--- src/rtl/gr_heep_arb_pkg.sv ---
// Shared types and helpers for the GR-HEEP OBI N-to-1 arbiter.
// Holds OBI bundles, arbiter state encoding and the round-robin pick.
package gr_heep_arb_pkg;

  localparam int GrantCntW = 16;
  localparam int MaxMaster = 16;
  localparam int MaxIdxW   = 4;

  typedef enum logic {
    IDLE_OR_FREE,
    LOCKED
  } arb_state_t;

  typedef struct packed {
    logic        req;
    logic        we;
    logic [3:0]  be;
    logic [31:0] addr;
    logic [31:0] wdata;
  } obi_req_t;

  typedef struct packed {
    logic        gnt;
    logic        rvalid;
    logic [31:0] rdata;
  } obi_resp_t;

  // Returns {found, idx}: first set bit of req_vec at or after
  // ptr, wrapping at n.
  function automatic logic [MaxIdxW:0] rr_pick(
    input logic [MaxMaster-1:0] req_vec,
    input int                   ptr,
    input int                   n
  );
    logic               found;
    logic [MaxIdxW-1:0] idx;
    int                 c;
    found = 1'b0;
    idx   = '0;
    for (int k = 0; k < MaxMaster; k++) begin
      c = ptr + k;
      if (c >= n) c = c - n;
      if (k < n && !found &&
          req_vec[c[MaxIdxW-1:0]]) begin
        found = 1'b1;
        idx   = c[MaxIdxW-1:0];
      end
    end
    return {found, idx};
  endfunction

endpackage

--- src/rtl/gr_heep_arb_idx_fifo.sv ---
// In-order FIFO of granted master indices awaiting a response.
// Ports: push_i/data_i, pop_i/data_o (head), full_o, empty_o, count_o.
module gr_heep_arb_idx_fifo #(
  parameter int DEPTH = 2,
  parameter int WIDTH = 2,
  localparam int PtrW = (DEPTH > 1) ? $clog2(DEPTH) : 1,
  localparam int CntW = $clog2(DEPTH + 1)
) (
  input  logic            clk_i,
  input  logic            rst_i,
  input  logic            push_i,
  input  logic [WIDTH-1:0] data_i,
  input  logic            pop_i,
  output logic [WIDTH-1:0] data_o,
  output logic            full_o,
  output logic            empty_o,
  output logic [CntW-1:0] count_o
);

  logic [WIDTH-1:0] mem [DEPTH];
  logic [PtrW-1:0]  wr_ptr;
  logic [PtrW-1:0]  rd_ptr;
  logic             do_push;
  logic             do_pop;

  function automatic logic [PtrW-1:0] nxt(
    input logic [PtrW-1:0] p
  );
    return (p == PtrW'(DEPTH - 1)) ? '0 : p + PtrW'(1);
  endfunction

  assign full_o  = (count_o == CntW'(DEPTH));
  assign empty_o = (count_o == '0);
  assign data_o  = mem[rd_ptr];
  assign do_pop  = pop_i & ~empty_o;
  // A full FIFO still accepts a push when the head leaves
  // in the same cycle.
  assign do_push = push_i & (~full_o | do_pop);

  always_ff @(posedge clk_i or posedge rst_i) begin
    if (rst_i) begin
      wr_ptr  <= '0;
      rd_ptr  <= '0;
      count_o <= '0;
      for (int i = 0; i < DEPTH; i++) mem[i] <= '0;
    end else begin
      if (do_push) begin
        mem[wr_ptr] <= data_i;
        wr_ptr      <= nxt(wr_ptr);
      end
      if (do_pop) rd_ptr <= nxt(rd_ptr);
      unique case ({do_push, do_pop})
        2'b10:   count_o <= count_o + CntW'(1);
        2'b01:   count_o <= count_o - CntW'(1);
        default: count_o <= count_o;
      endcase
    end
  end

endmodule

--- src/rtl/gr_heep_obi_rr_arbiter.sv ---
// Round-robin N-to-1 OBI arbiter with in-order response routing.
// Ports: clk_i, rst_i, master_req_i/master_resp_o[N],
//   slave_req_o/slave_resp_i, busy_o, err_o, and grant_cnt_o
//   only when GR_HEEP_OBI_ARB_PERF_EN is defined.
module gr_heep_obi_rr_arbiter
  import gr_heep_arb_pkg::*;
#(
  parameter int NUM_MASTER      = 3,
  parameter int MAX_OUTSTANDING = 2,
  localparam int IdxW = $clog2(NUM_MASTER),
  localparam int CntW = $clog2(MAX_OUTSTANDING + 1)
) (
  input  logic                      clk_i,
  input  logic                      rst_i,
  input  obi_req_t  [NUM_MASTER-1:0] master_req_i,
  output obi_resp_t [NUM_MASTER-1:0] master_resp_o,
  output obi_req_t                  slave_req_o,
  input  obi_resp_t                 slave_resp_i,
  output logic                      busy_o,
  output logic                      err_o
`ifdef GR_HEEP_OBI_ARB_PERF_EN
  ,
  output logic [NUM_MASTER-1:0][GrantCntW-1:0] grant_cnt_o
`endif
);

  arb_state_t         state;
  logic [IdxW-1:0]    lock_idx;
  logic [IdxW-1:0]    rr_ptr;
  logic [IdxW-1:0]    win;
  logic               win_req;
  logic               hs;
  logic               rv_ok;
  logic [MaxMaster-1:0] req_vec;
  logic [MaxIdxW:0]   pick;
  logic [IdxW-1:0]    head;
  logic               full;
  logic               empty;
  logic [CntW-1:0]    count;

  gr_heep_arb_idx_fifo #(
    .DEPTH (MAX_OUTSTANDING),
    .WIDTH (IdxW)
  ) u_idx_fifo (
    .clk_i   (clk_i),
    .rst_i   (rst_i),
    .push_i  (hs),
    .data_i  (win),
    .pop_i   (rv_ok),
    .data_o  (head),
    .full_o  (full),
    .empty_o (empty),
    .count_o (count)
  );

  always_comb begin
    req_vec = '0;
    for (int i = 0; i < NUM_MASTER; i++)
      req_vec[i] = master_req_i[i].req;
    pick = rr_pick(req_vec, int'(rr_ptr), NUM_MASTER);
    // A stalled request stays with its master until gnt,
    // regardless of priority or outstanding-limit changes.
    if (state == LOCKED) begin
      win     = lock_idx;
      win_req = master_req_i[lock_idx].req;
    end else begin
      win     = IdxW'(pick[MaxIdxW-1:0]);
      win_req = pick[MaxIdxW] & ~full;
    end
    win_req = win_req & ~rst_i;
  end

  always_comb begin
    slave_req_o = '0;
    if (win_req) begin
      slave_req_o     = master_req_i[win];
      slave_req_o.req = 1'b1;
    end
  end

  assign hs     = win_req & slave_resp_i.gnt;
  assign rv_ok  = slave_resp_i.rvalid & ~empty & ~rst_i;
  assign busy_o = (count != '0) | slave_req_o.req;

  always_comb begin
    master_resp_o = '0;
    for (int i = 0; i < NUM_MASTER; i++) begin
      master_resp_o[i].gnt = hs & (win == IdxW'(i));
      if (rv_ok && head == IdxW'(i)) begin
        master_resp_o[i].rvalid = 1'b1;
        master_resp_o[i].rdata  = slave_resp_i.rdata;
      end
    end
  end

  always_ff @(posedge clk_i or posedge rst_i) begin
    if (rst_i) begin
      state    <= IDLE_OR_FREE;
      lock_idx <= '0;
      rr_ptr   <= '0;
      err_o    <= 1'b0;
    end else begin
      unique case (state)
        IDLE_OR_FREE: begin
          if (win_req && !slave_resp_i.gnt) begin
            state    <= LOCKED;
            lock_idx <= win;
          end
        end
        LOCKED: begin
          if (slave_resp_i.gnt) state <= IDLE_OR_FREE;
        end
        default: state <= IDLE_OR_FREE;
      endcase
      if (hs) begin
        rr_ptr <= (win == IdxW'(NUM_MASTER - 1)) ?
                  '0 : win + IdxW'(1);
      end
      if (slave_resp_i.rvalid && empty) err_o <= 1'b1;
    end
  end

`ifdef GR_HEEP_OBI_ARB_PERF_EN
  for (genvar g = 0; g < NUM_MASTER; g++) begin : g_cnt
    always_ff @(posedge clk_i or posedge rst_i) begin
      if (rst_i) begin
        grant_cnt_o[g] <= '0;
      end else if (hs && win == IdxW'(g) &&
                   grant_cnt_o[g] != '1) begin
        grant_cnt_o[g] <= grant_cnt_o[g] + GrantCntW'(1);
      end
    end
  end
`endif

endmodule
--- config.mk ---
export PLATFORM = sky130hd
export DESIGN_NAME = gr_heep_obi_rr_arbiter
export DESIGN_NICKNAME = d
export VERILOG_FILES = /design/src/rtl/gr_heep_arb_pkg.sv /design/src/rtl/gr_heep_arb_idx_fifo.sv /design/src/rtl/gr_heep_obi_rr_arbiter.sv
export SDC_FILE = /design/constraint.sdc
export NUM_CORES = 1
export LEC_CHECK = 0
export ABC_AREA = 1
export CELL_PAD_IN_SITES_DETAIL_PLACEMENT = 1
export CELL_PAD_IN_SITES_GLOBAL_PLACEMENT = 1
export CORE_MARGIN = 1
export CORE_UTILIZATION = 15
export CTS_CLUSTER_SIZE = 10
export DETAILED_ROUTE_END_ITERATION = 8
export GPL_TIMING_DRIVEN = 0
export PLACE_DENSITY_LB_ADDON = 0.1
export SYNTH_ARGS = -nofsm -noshare
export SYNTH_HDL_FRONTEND = slang
export SYNTH_SLANG_ARGS = --single-unit
--- constraint.sdc ---
create_clock -name clk_i -period 2.3 [get_ports clk_i]
set_input_delay 0.345 -clock clk_i [delete_from_list [all_inputs] [get_ports clk_i]]
set_output_delay 0.345 -clock clk_i [all_outputs]
set_load 0.02 [all_outputs]
After elaboration in Yosys (flattened, before gate mapping)
Cells that the tools add are included.
- register bits: 14
- bits of input ports: 246
- output and inout bits: 174
- add/sub/neg operators: 10
- order comparisons: 11
- equal/unequal tests: 7
- multiplexer cells: 38
- bitwise operators: 18
- reductions and logical operators: 17
- operators with widths (operator ; number):
    $bmux 70 s2 ; 2
    $mux 70 ; 2
    $mux 33 ; 3
    $mux 69 ; 1
    $mux 2 ; 9
    $lt 4x5->1 const B ; 3
    $bmux 1 s4 ; 3
    $mux 4 ; 3
    $mux 1 ; 11
    $and 1x1->1 ; 10
    $eq 2x2->1 const B ; 4
    $logic_and 1x1->1 ; 8
    $sub 3x2->4 const B ; 2
    $eq 2x1->1 const B ; 3
    $ge 2x2->1 const B ; 3
    $ge 3x2->1 const B ; 2
    $logic_not 2->1 ; 3
    $lt 2x3->1 const B ; 2
    $add 2x1->2 const B ; 2
    $bwmux 4 ; 1
    $not 1->1 ; 4
    $not 1->2 ; 2
    $pmux 2 s2 ; 1
    $reduce_bool 2->1 ; 2
    11 further kinds ; 15

Depth between registers and ports, before layout
- depth in word-level cells: 18
- depth in mapped cells: 18
- mapped depth without buffers: 16

Hierarchy
From an unflattened synthesis, not the netlist that was laid out.
- cells, all modules: 764
- area total of the unflattened synthesis: 3766.1 µm²
- modules (own cells, without submodules) (module ; instances ; cells each ; area each (µm²) ; sequential area each (µm²)):
    gr_heep_obi_rr_arbiter ; 1 ; 717 ; 3339.5 ; 150.1
    gr_heep_arb_idx_fifo ; 1 ; 47 ; 426.7 ; 200.2

Worst setup path after synthesis
Ideal clock, no wire load.
- path kind: register -> output
- from: register rr_ptr[1]
- to: output port slave_req_o[10] (netlist bit)
- arrival: 2.146 ns
- slack: -0.191 ns
- cell stages (with the launch flop): 16
- path through: dfrtp_1 inv_1 ha_1 inv_1 nand2_1 nand2_2 nor2_4 inv_1 nor2_2 nand2_1 nand3_1 nand2_1 inv_2 buf_2 nand3_1 a21oi_1
- RTL lines (what ; line ; source):
    from (decl) ; gr_heep_obi_rr_arbiter.sv:29 ; logic [IdxW-1:0] rr_ptr;
    from (signal assigned) ; gr_heep_obi_rr_arbiter.sv:116 ; rr_ptr <= (win == IdxW'(NUM_MASTER - 1)) ?
    to (decl) ; gr_heep_obi_rr_arbiter.sv:17 ; output obi_req_t slave_req_o,

==> reports/metrics.yaml <==
status: "complete, but fails checks"
violations: "setup timing"
fin_ws_ns: -0.7404
cts_tree: "built"
synthArstFlopShare_pct: 100.0
io_pins: 420
ir_worst_vdd_v: 0.0009108
fin_crit_sh_pct: 132.2
cts_buffers: 3
path_class: "reg2out"
vias: 7111
p_leak_uw: 0.005234
yosys_warnings: 0
drtIter0Drc: 345
dp_hpwl_um: 23280
htreeDepth: 1
wl_met3_um: 1776
clk_root_buffer_cell: "clkbuf_16"
syn2layout_area_growth_pct: 191.1
hold_path.class: "in2async"
synth.distinct_cells: 30
synth_top_family_by_area: "simple AND/OR/NAND/NOR gates"
die_w_um: 163.1
ant_nets: 0
max-cap-violations: 0
finalHoldViolCount: 0
topRoutingLayerUsed: "met4"
track_usage_pct: 20.78
synthAdderAreaFrac_pct: 1.929
post_synth.cell_area_avg_um2: 5.100
start_kind: "flip-flop"
wl_met1_um: 12310
fill_cells: 3049
synth.top_cell.area_share_pct: 27.40
grt-ovfl-total: 0
grt_max_degree: 17
synth_edf_count: 0
firstDrtPassIters: 4
synth_area_leader_cell: "nand3_1"
viasPerCell: 4.464
reg2reg_slack_ns: -0.49
n_antenna_cell: 0
io_buffers: 419
grt_pass1_wl_um: 43330
routedWlPerCell_um: 19.31
crit_required_ns: 1.96
drc: 0
synth-compound-area-share_pct: 11.99
synth_xor_area_share_pct: 0.6752
slew_headroom_pct: 54.21
yosys.area_share.simple_pct: 61.09
synth_commonest_cells: "nand3_1, nand2_1, nor2_1"
final_nets: 1516
rsz0062_at_grt: "true"
rr_endpoint: "u_idx_fifo.count_o[1]$_DFFE_PP0P_"
gp_congestion: 0.8257
worst_slew_pin_slew_ns: 0.6861
start_util_pct: 15.36
synth.area.top_cells: "nand3_1, nand2_1, nor2_1"
multi_input_area_um2: 4479
arrival_ns: 2.70
synthMuxAreaShare_pct: 0
endpoint_kind: "output pin"
dr_wl_met2_um: 16440
syn_area_um2: 3891
worstPathMaxFanout: 7
fin_skew_ns: 0.004455
cts_num_sinks: 14
clk_pin_slew_ns: 0.05
reg2reg_depth: 17
die_area_um2: 26590
clock_latency_ns: 0.24
core-area_um2: 25330
syn_nets: 1015
p_per_area_nw_per_um2: 1743
drive_gt1_share_pct: 47.19
register_area_um2: 354.1
dp_slack_ns: -1.297
cts_buffer_depth: 2
rows: 58
seq_area_frac_synth_pct: 9.003
placed_cell_area_um2: 9294
synthFlopType: "dfrtp_1"
die_h_um: 163.1
clock.fmax_mhz: 328.9
yosysMostFrequentCell: "nand3_1"
final_area_um2: 11330
antenna_found_initial: 0
grt_pass1_vias: 7267
slew_viol_final: 0
postSynthCellCount: 763
ctsHoldBuffers: 0
reg2reg_from: "rr_ptr[0]$_DFFE_PP0P_"
setup_viol: 100
routed_wirelength_um: 30750
period_needed_ns: 3.040
ys_seq_elements: 14
-- worst max-delay path, stage by stage (launching register included) --
cell      delay, ns
dfrtp_2        0.42
clkinv_4       0.11
ha_4           0.31
inv_4          0.05
nand2_2        0.06
nand2_2        0.06
nor2_4         0.16
nand4_1        0.15
buf_6          0.16
nand3_4        0.16
nand2_8        0.10
buf_12         0.17
buf_6          0.11
buf_6          0.12
nand3_4        0.08
a21oi_4        0.06
buf_6          0.14
-- registers in the layout, summed over array words and instances, names as in the netlist --
signal              flops
u_idx_fifo.wr_ptr       1
err_o                   1
u_idx_fifo.mem          4
u_idx_fifo.count_o      2
u_idx_fifo.rd_ptr       1
state                   1
rr_ptr                  2
lock_idx                2
-- worst max-delay path by stage --
stage                               start                                end  slack [ns]  cells after the start
floorplan           rr_ptr[1]$_DFFE_PP0P_  u_idx_fifo.count_o[1]$_DFFE_PP0P_       -0.12                     17
global placement        master_req_i[209]                    slave_req_o[66]       -1.28                     13
detailed placement      master_req_i[209]                    slave_req_o[63]       -1.30                     13
CTS                 rr_ptr[0]$_DFFE_PP0P_                    slave_req_o[20]       -0.66                     17
global route        rr_ptr[0]$_DFFE_PP0P_                    slave_req_o[20]       -0.85                     16
finish              rr_ptr[0]$_DFFE_PP0P_                    slave_req_o[20]       -0.74                     16
-- cell type report --
class                           count  share of cell area [%]
Timing Repair Buffer              498                   43.88
Tap cell                          330                   3.645
Clock buffer                        4                  0.7842
Inverter                           64                   2.408
Sequential cell                    14                   3.126
Multi-Input combinational cell    617                   39.54
Buffer                             66                   6.616
-- power breakdown --
group / internal [uW] / switching (uW) / total, uW / leakage (uW)
Sequential: 352 / 131 / 483 / 0.000169
Combinational: 8770 / 10100 / 18900 / 0.00502
Clock: 263 / 100 / 364 / 0.0000442
-- routing by layer --
| metal | track usage [%] | vias to the layer above |
|---|---|---|
| met3 | 3.098 | 14 |
| met4 | 1.444 | 0 |
| met5 | 0 | - |
| met1 | 24.53 | 3366 |
| met2 | 40.46 | 227 |
| li1 | - | 3504 |
-- stage by stage --
step	total power (uW)	instances	utilization, %	hold slack (ns)	setup TNS (ns)
after floorplan	9056	763	-	0.2580	-0.7910
final	19750	1593	44.73	0.2808	-51.34
after global routing	21000	1593	44.73	0.3399	-67.68
after detailed placement	13420	1512	36.70	0.4470	-156.99
after global placement	13370	1512	36.70	0.4508	-156.39
after CTS	17340	1555	41.06	0.4577	-83.33
-- layout by cell type (no fill, tap or decap), types with 4 or more instances in the layout --
cell type,netlist,layout
nand2_1,176,92
inv_1,59,41
buf_2,41,11
buf_4,3,94
nor2_4,1,4
clkbuf_16,0,10
buf_8,1,13
nand2_4,0,6
ha_4,0,5
dfrtp_1,14,11
nand3_2,12,65
nand3_4,1,12
dlymetal6s2s_1,0,13
clkbuf_2,0,33
nor2_2,3,10
nand3_1,213,150
clkbuf_1,16,9
clkdlybuf4s50_1,0,243
nand2_2,4,81
nor3_4,0,5
inv_4,0,4
buf_12,0,19
o21ai_0,10,4
buf_6,3,110
a21oi_2,10,10
a21oi_4,0,60
inv_2,5,16
buf_16,0,4
nor2_1,100,90
-- cells by family (layout without fill, tap and decap cells) --
group                      count (synthesis)  after routing
and+or+nand+nor                          522            523
buffers and inverters                    133            632
AOI/OAI and AO/OA                         85             85
DFF                                       14             14
adders and majority gates                  6              6
xor gates and xnor gates                   3              3
-- timing repair --
action / 4_1_cts / 5_1_grt
pin swaps: 41 / 101
buffers inserted: 33 / 32
resized for setup: 721 / 435
endpoints found under the setup margin: 182 / 184
gates cloned: 8 / 9
Power figures use the tool's default switching activity.
